--- config.mk ---
export PLATFORM = sky130hd
export DESIGN_NAME = cpuc_reg_dump
export DESIGN_NICKNAME = d
export VERILOG_FILES = /design/src/rtl/cpuc_reg_dump.sv
export SDC_FILE = /design/constraint.sdc
export NUM_CORES = 1
export LEC_CHECK = 0
export BUFFER_PORTS_ARGS = -buffer_cell sky130_fd_sc_hd__buf_2
export CORE_ASPECT_RATIO = 1.4
export CORE_MARGIN = 8
export CORE_UTILIZATION = 40
export CTS_CLUSTER_DIAMETER = 30
export DETAILED_ROUTE_END_ITERATION = 16
export GPL_TIMING_DRIVEN = 0
export PLACE_DENSITY = 0.67
export SLEW_MARGIN = 10
export SYNTH_ARGS = -nofsm -noshare
export SYNTH_HDL_FRONTEND = slang
export SYNTH_SLANG_ARGS = --single-unit
--- constraint.sdc ---
create_clock -name Clk -period 4.8 [get_ports Clk]
set_input_delay 0.24 -clock Clk [delete_from_list [all_inputs] [get_ports Clk]]
set_output_delay 0.24 -clock Clk [all_outputs]
set_load 0.005 [all_outputs]
--- src/rtl/cpuc_reg_dump.sv ---
`default_nettype none
// ============================================================================
// Module      : cpuc_reg_dump
// Description : Debug/trace read-side consumer of the CPUC register output
//               bus. On a dump request the whole bus (all GP registers plus
//               the PC, PC in the highest word) is snapshotted and streamed
//               out one word per beat over a valid/ready interface, followed
//               by one XOR-checksum beat.
// Revision    : 1.0 - initial release
// ----------------------------------------------------------------------------
// Ports
//   Clk         in   1                     clock, rising edge
//   Rst_n       in   1                     asynchronous active-low reset
//   DumpReq     in   1                     dump request, level-sampled
//   RegOutputs  in   NUM_WORDS*DATA_WIDTH  register bus, word k at
//                                          [k*DATA_WIDTH +: DATA_WIDTH]
//   OutReady    in   1                     sink ready
//   OutValid    out  1                     beat valid
//   OutData     out  DATA_WIDTH            register word / checksum
//   OutIdx      out  IDX_W                 word index, NUM_WORDS = checksum
//   OutLast     out  1                     high on the checksum beat
//   Busy        out  1                     dump in progress
//   DumpDone    out  1                     pulse after checksum handshake
//   ReqDropCnt  out  8                     saturating dropped-request count
// ============================================================================
module cpuc_reg_dump #(
  parameter int DATA_WIDTH = 32,
  parameter int NUM_WORDS  = 9,
  parameter int IDX_W      = $clog2(NUM_WORDS + 1)
) (
  input  logic                            Clk,
  input  logic                            Rst_n,
  input  logic                            DumpReq,
  input  logic [NUM_WORDS*DATA_WIDTH-1:0] RegOutputs,
  input  logic                            OutReady,
  output logic                            OutValid,
  output logic [DATA_WIDTH-1:0]           OutData,
  output logic [IDX_W-1:0]                OutIdx,
  output logic                            OutLast,
  output logic                            Busy,
  output logic                            DumpDone,
  output logic [7:0]                      ReqDropCnt
);

  // Index of the final register word and the index reported for the
  // checksum beat. OutIdx tops out at c_CSUM_IDX and never wraps.
  localparam logic [IDX_W-1:0] c_LAST_IDX = IDX_W'(NUM_WORDS - 1);
  localparam logic [IDX_W-1:0] c_CSUM_IDX = IDX_W'(NUM_WORDS);
  localparam logic [7:0]       c_DROP_MAX = 8'hFF;

  typedef enum logic [1:0] {
    ST_IDLE = 2'd0,
    ST_SEND = 2'd1,
    ST_CSUM = 2'd2
  } state_t;

  state_t                r_state;
  state_t                w_state_nxt;

  // Snapshot of the register bus taken in the request cycle; the live bus
  // is never looked at again until the next dump starts.
  logic [DATA_WIDTH-1:0] r_snap [NUM_WORDS];
  logic [DATA_WIDTH-1:0] r_csum;
  logic [IDX_W-1:0]      r_idx;
  logic [7:0]            r_drop_cnt;
  logic                  r_dump_done;

  logic                  w_start;
  logic                  w_word_xfer;
  logic                  w_csum_xfer;
  logic [DATA_WIDTH-1:0] w_word;

  // --------------------------------------------------------------------------
  // Current word select. A compare-based mux keeps the index width
  // independent of the array bound and yields zero for out-of-range indices.
  // --------------------------------------------------------------------------
  always_comb begin
    w_word = '0;
    for (int k = 0; k < NUM_WORDS; k++) begin
      if (r_idx == IDX_W'(k)) begin
        w_word = r_snap[k];
      end
    end
  end

  // --------------------------------------------------------------------------
  // FSM state register
  // --------------------------------------------------------------------------
  always_ff @(posedge Clk or negedge Rst_n) begin
    if (!Rst_n) begin
      r_state <= ST_IDLE;
    end else begin
      r_state <= w_state_nxt;
    end
  end

  // --------------------------------------------------------------------------
  // FSM next state and stream outputs. Outputs depend only on registered
  // state, so they stay stable across a stall and drop to zero the instant
  // reset is asserted.
  // --------------------------------------------------------------------------
  always_comb begin
    w_state_nxt = r_state;
    w_start     = 1'b0;
    w_word_xfer = 1'b0;
    w_csum_xfer = 1'b0;
    OutValid    = 1'b0;
    OutData     = '0;
    OutIdx      = '0;
    OutLast     = 1'b0;
    Busy        = 1'b0;

    case (r_state)
      ST_IDLE: begin
        if (DumpReq) begin
          w_start     = 1'b1;
          w_state_nxt = ST_SEND;
        end
      end

      ST_SEND: begin
        OutValid    = 1'b1;
        Busy        = 1'b1;
        OutData     = w_word;
        OutIdx      = r_idx;
        w_word_xfer = OutReady;
        if (OutReady && (r_idx == c_LAST_IDX)) begin
          w_state_nxt = ST_CSUM;
        end
      end

      ST_CSUM: begin
        OutValid    = 1'b1;
        Busy        = 1'b1;
        OutData     = r_csum;
        OutIdx      = c_CSUM_IDX;
        OutLast     = 1'b1;
        w_csum_xfer = OutReady;
        if (OutReady) begin
          w_state_nxt = ST_IDLE;
        end
      end

      default: begin
        w_state_nxt = ST_IDLE;
      end
    endcase
  end

  // --------------------------------------------------------------------------
  // Snapshot capture
  // --------------------------------------------------------------------------
  always_ff @(posedge Clk or negedge Rst_n) begin
    if (!Rst_n) begin
      for (int k = 0; k < NUM_WORDS; k++) begin
        r_snap[k] <= '0;
      end
    end else if (w_start) begin
      for (int k = 0; k < NUM_WORDS; k++) begin
        r_snap[k] <= RegOutputs[k*DATA_WIDTH +: DATA_WIDTH];
      end
    end
  end

  // --------------------------------------------------------------------------
  // Beat index and running checksum. The index stays parked on the last
  // word while the checksum beat is presented rather than advancing past it.
  // --------------------------------------------------------------------------
  always_ff @(posedge Clk or negedge Rst_n) begin
    if (!Rst_n) begin
      r_idx  <= '0;
      r_csum <= '0;
    end else if (w_start) begin
      r_idx  <= '0;
      r_csum <= '0;
    end else if (w_word_xfer) begin
      r_csum <= r_csum ^ w_word;
      if (r_idx != c_LAST_IDX) begin
        r_idx <= r_idx + IDX_W'(1);
      end
    end
  end

  // --------------------------------------------------------------------------
  // Completion pulse: high for exactly the cycle after the checksum beat
  // transfers. An aborted dump (reset) never produces it.
  // --------------------------------------------------------------------------
  always_ff @(posedge Clk or negedge Rst_n) begin
    if (!Rst_n) begin
      r_dump_done <= 1'b0;
    end else begin
      r_dump_done <= w_csum_xfer;
    end
  end

  // --------------------------------------------------------------------------
  // Dropped-request counter: every cycle DumpReq is seen while a dump is
  // active counts once; saturates and only reset clears it.
  // --------------------------------------------------------------------------
  always_ff @(posedge Clk or negedge Rst_n) begin
    if (!Rst_n) begin
      r_drop_cnt <= '0;
    end else if (DumpReq && Busy && (r_drop_cnt != c_DROP_MAX)) begin
      r_drop_cnt <= r_drop_cnt + 8'd1;
    end
  end

  assign DumpDone   = r_dump_done;
  assign ReqDropCnt = r_drop_cnt;

endmodule
`default_nettype wire

# Word level (Yosys, flattened, before mapping)
# Index checks and enable logic that the tools add are counted.
# classes
n_eq_ne	15
reduce_logical	10
bitwise	1
muxes	26
addsub	2
# op_table
operator	n
$mux 32	11
$pmux 32 s2	1
$xor 32x32->32	1
$eq 4x3->1 const B	4
$mux 4	3
$add 8x1->8 const B	1
$eq 4x2->1 const B	2
$ne 8x8->1 const B	1
$pmux 4 s2	1
$mux 1	6
$mux 2	3
$ne 2x2->1 const B	3
$pmux 2 s3	1
$add 4x1->4 const B	1
$eq 4x1->1 const B	1
$eq 4x4->1 const B	1
$logic_not 4->1	1
$ne 4x4->1 const B	1
$reduce_bool 2->1	2
$logic_and 1x1->1	3
$reduce_and 3->1	1
$eq 2x1->1 const B	1
$eq 2x2->1 const B	1
$logic_not 2->1	1
other kinds (2)	2
# totals
elab_cells	68
output_inout_bits	48
reg_bits	335

# Longest topological paths before layout
# depth
word_depth	13
ltp_mapped	10

# Least setup slack after synthesis
# No wires, ideal clock.
# synth_path
path_type	reg2out
startpoint	reg r_idx[0]
endpoint	out OutData[16]
path_buffers	2
stages_incl_launch_ff	10
path_slack_ps	2737
t_arrival_ps	1823
path_cell_list	dfrtp_1 inv_1 ha_1 buf_6 or2_1 buf_6 a221oi_1 o32a_1 o21ai_0 a22o_1
# synth_between
elab_chain_len	11
# synth_rtl
item	line	text
start, declared	64	logic [IDX_W-1:0] r_idx;
start signal, assigned	179	r_idx <= r_idx + IDX_W'(1);
$logic_not 4->1	80	if (r_idx == IDX_W'(k)) begin
$mux 32 (8 in series)	80	
$mux 32 *	80	
$pmux 32 s2 *	113	case (r_state)
end, declared	37	output logic [DATA_WIDTH-1:0] OutData,
# Mark *: on every way between the ends. The rest lies on a longest branch, timed or not.

# Worst setup path in the final report
# layout_path
startpoint	reg r_idx[0]
endpoint	out OutData[17]
# Same word-level chain as after synthesis.

==> summary.txt <==
Routing
  – DRT antenna net count: 0
  – DR top layer: met4
  – # DRC: 0
  – Routed via count: between 15000 and 20000
  – Initial DRT Pass Iterations: 5
  – WL final: approximately 70000 µm
  – Met2 wire length: approximately 35000 µm
  – Post-DR vias/cell: approximately 5.3
  – DR iter-0 viols: 1429
  – Met3 Routed Length: ~4200 µm
  – WL per Instance: approximately 22 µm
  – Met1 wire length: between 20000 and 30000 µm

Layout
  – Commonest non-fill, non-tap cell in the layout: nand2_1
  – Final Net Count: between 2000 and 3000
  – Layout cells sized above 1: about a fifth
  – FILL cells: ~3500
  – Final Util: between 50% and 60%
  – Footprint of the multi-input gates: 7240 µm²
  – Register Area: approximately 8400 µm²
  – P&R area growth vs syn: 47.5%
  – Commonest cells after routing, fill and taps aside: nand2_1 (935), buf_2 (357), dfrtp_1 (335)
  – Final instance area: 24000 µm²

Global route
  – Largest net degree at the start of global routing: 110
  – Vias in the first global route: approximately 18000
  – Total grt overflow: 0
  – Global-route wire length before repair: between 100000 and 150000 µm
  – Number of antenna violations at the first check in global routing: 6
  – Global Route Usage Sum: between 20% and 30%

Power
  – Max IR drop VDD: 0.294 mV
  – Net Switching: between 6 and 7 mW
  – Switching part of the total: about two fifths
  – Leakage: 12.4 nW
  – Flop pwr share: about a third
  – P_int: 9.37 mW
  – Post-layout total power: 15.6 mW
  – Logic pwr share: 36.0%
  – PD cells: approximately 650 nW/µm²
  – Clk pwr share: slightly above 30%

STA
  – Pins Over Slew Limit: 0
  – Unrepaired setup endpoints after global routing: no
  – Final count of hold timing violations: 0
  – Final WS setup: roughly 900 ps
  – Worst clock skew: approximately 19 ps
  – Worst slew pin tran: ~990 ps
  – Fmax: ~250 MHz
  – Final period util: 81.8%
  – Setup violators final: 0
  – Slew headroom: around a third
  – Fin crit period: just under 4000 ps
  – Worst hold margin: between 100 and 150 ps

Setup path
  – FF-to-FF path depth: 7
  – Req. time, crit path: around 4600 ps
  – Reg2reg start: r_idx[0]
  – Crit. End Element: output pin
  – CP Launch Type: flop
  – CP Launch Point: r_idx[0]
  – WP data arrival: between 3000 and 4000 ps
  – Crit-path max FO: 10
  – WS Path Type: reg -> out

Clock tree
  – Num CTS Buffers: 70
  – CTS Sinks: 335
  – CTS tree: built
  – Maximum buffer depth of the clock tree: 3
  – CTS clock-pin slew for the worst setup and hold paths: around 50 ps
  – H-tree Lvls: 3
  – CTS resizes: 0
  – Post-CTS Repair Setup Buffers: 0
  – Clock Latency Late Sink: between 500 and 600 ps
  – Root buffer cell: clkbuf_16

Floorplanning
  – IO Pins: 340
  – Rows: between 80 and 90
  – Core Area: 40300 µm²
  – Chip height: 255 µm
  – DIE AREA: ~48000 µm²
  – Die Wd: 187 µm
  – Initial Utilization: between 40% and 50%

Placement
  – Placed Area: about 19000 µm²
  – PortBufs: ~340
  – Setup WS pre-CTS: 1540 ps
  – HPWL after DPL: 49700 µm
  – RD Place Congestion: between 0.9 and 1

Logic synthesis
  – Synth Area in Compound Gates: 15.3%
  – Net Count, Synth: 2258
  – Fraction of synthesized area in multiplexers: around 2%
  – EDFF count, synth: 0
  – Yosys reg bits: around 340
  – Largest family of logic cells by synthesized area: simple AND/OR/NAND/NOR gates
  – Synth unique cells: 44
  – Synth Flop Type: dfrtp_1
  – Fraction of registers with async set/reset: 100%
  – Synth Area in Simple Gates: between 20% and 30%
  – Total number of yosys warnings: 0
  – Mapped Cells: approximately 2000
  – Post-Syn Area: ~16000 µm²
  – Register area share after synthesis: 51.4%
  – XOR/XNOR share of the synthesized area: less than 1%
  – Syn_area_per_cell: 8.33 µm²
  – Post-Synth Adder-Cell Area: 0.691%

Run status
  – Outcome: finished clean

Run
  – MaxCap Viol Count: 0

Worst hold path
  – Worst Hold Class: in -> async
-- per-layer routing --
metal / GRT usage (%) / vias up
met3: 4.85 / 258
met1: 32.5 / 8255
met5: 0 / -
met4: 21.2 / 0
met2: 49.4 / 837
li1: - / 7925
-- power by group through the flow --
stage	clock (mW)	sequential, mW	combinational, mW
floorplan	0	4.81	3.42
global placement	0	5.06	5.13
detailed placement	0	5.09	5.29
CTS	4.85	5.09	5.50
global route	5.00	5.27	6.12
finish	4.81	5.15	5.59
-- worst paths after layout --
check                               to  slack [ps]
min                        r_snap[275]         140
max reg2reg                  r_csum[9]        1830
min in group Clk            r_state[1]         190
min reg2reg                r_snap[186]         470
max                        OutData[17]         870
max in group asynchronous  r_snap[199]        3360
-- what timing repair did --
| item | in CTS | in global routing |
|---|---|---|
| hold endpoints to repair | 369 | 0 |
| endpoints found under the setup margin | 0 | 0 |
| hold buffers | 290 | 0 |
-- worst max-delay path: stages (launching register included) --
cell and delay (ps):
dfrtp_1 450, ha_1 410, inv_1 270, clkbuf_1 500, o21ai_0 180, o32ai_1 600
a21oi_1 120, o21ai_0 370, buf_2 190
-- cell usage after synthesis (19+ instances only) --
cell / n / area share (%)
mux2i_1: 32 / 2.0
o32ai_1: 31 / 1.7
nand2_1: 935 / 22
o21ai_1: 40 / 1.2
a21o_1: 33 / 1.5
nand2b_1: 34 / 1.3
nor2_1: 41 / 0.94
o21ai_0: 118 / 3.6
a21oi_1: 33 / 1.0
clkbuf_1: 104 / 2.4
dfrtp_1: 335 / 51
nor2b_1: 31 / 1.2
buf_2: 19 / 0.58
a221oi_1: 58 / 3.1
-- final cells by class --
cell class / instances / share of cell area (%)
repair buffers: 632 / 19.5
diodes: 8 / 0.0833
clock buffers: 84 / 7.75
flip-flops and latches: 335 / 34.9
clock inverters: 45 / 2.06
multi-input cells: 1473 / 30.1
well taps: 534 / 2.78
plain buffers: 143 / 2.74
inverters: 6 / 0.0937
-- state kept, by name, summed over array words and instances (netlist names) --
register and flops:
DumpDone 1, ReqDropCnt 8, r_snap 288, r_state 2, r_csum 32, r_idx 4
-- cell families after synthesis --
group / count (synthesis)
buffers and inverters: 149
AOI/OAI and AO/OA: 358
and+or+nand+nor: 1063
adders and majority gates: 9
xor gates and xnor gates: 10
DFF: 335
muxes: 33
-- per-stage QoR --
step	instances	TNS (ps)
2_1_floorplan	1957	0
3_3_place_gp	2830	-977000
3_5_place_dp	2833	0
4_1_cts	3252	0
5_1_grt	3259	0
6_report	3260	0
(Power assumes the default switching activity.)
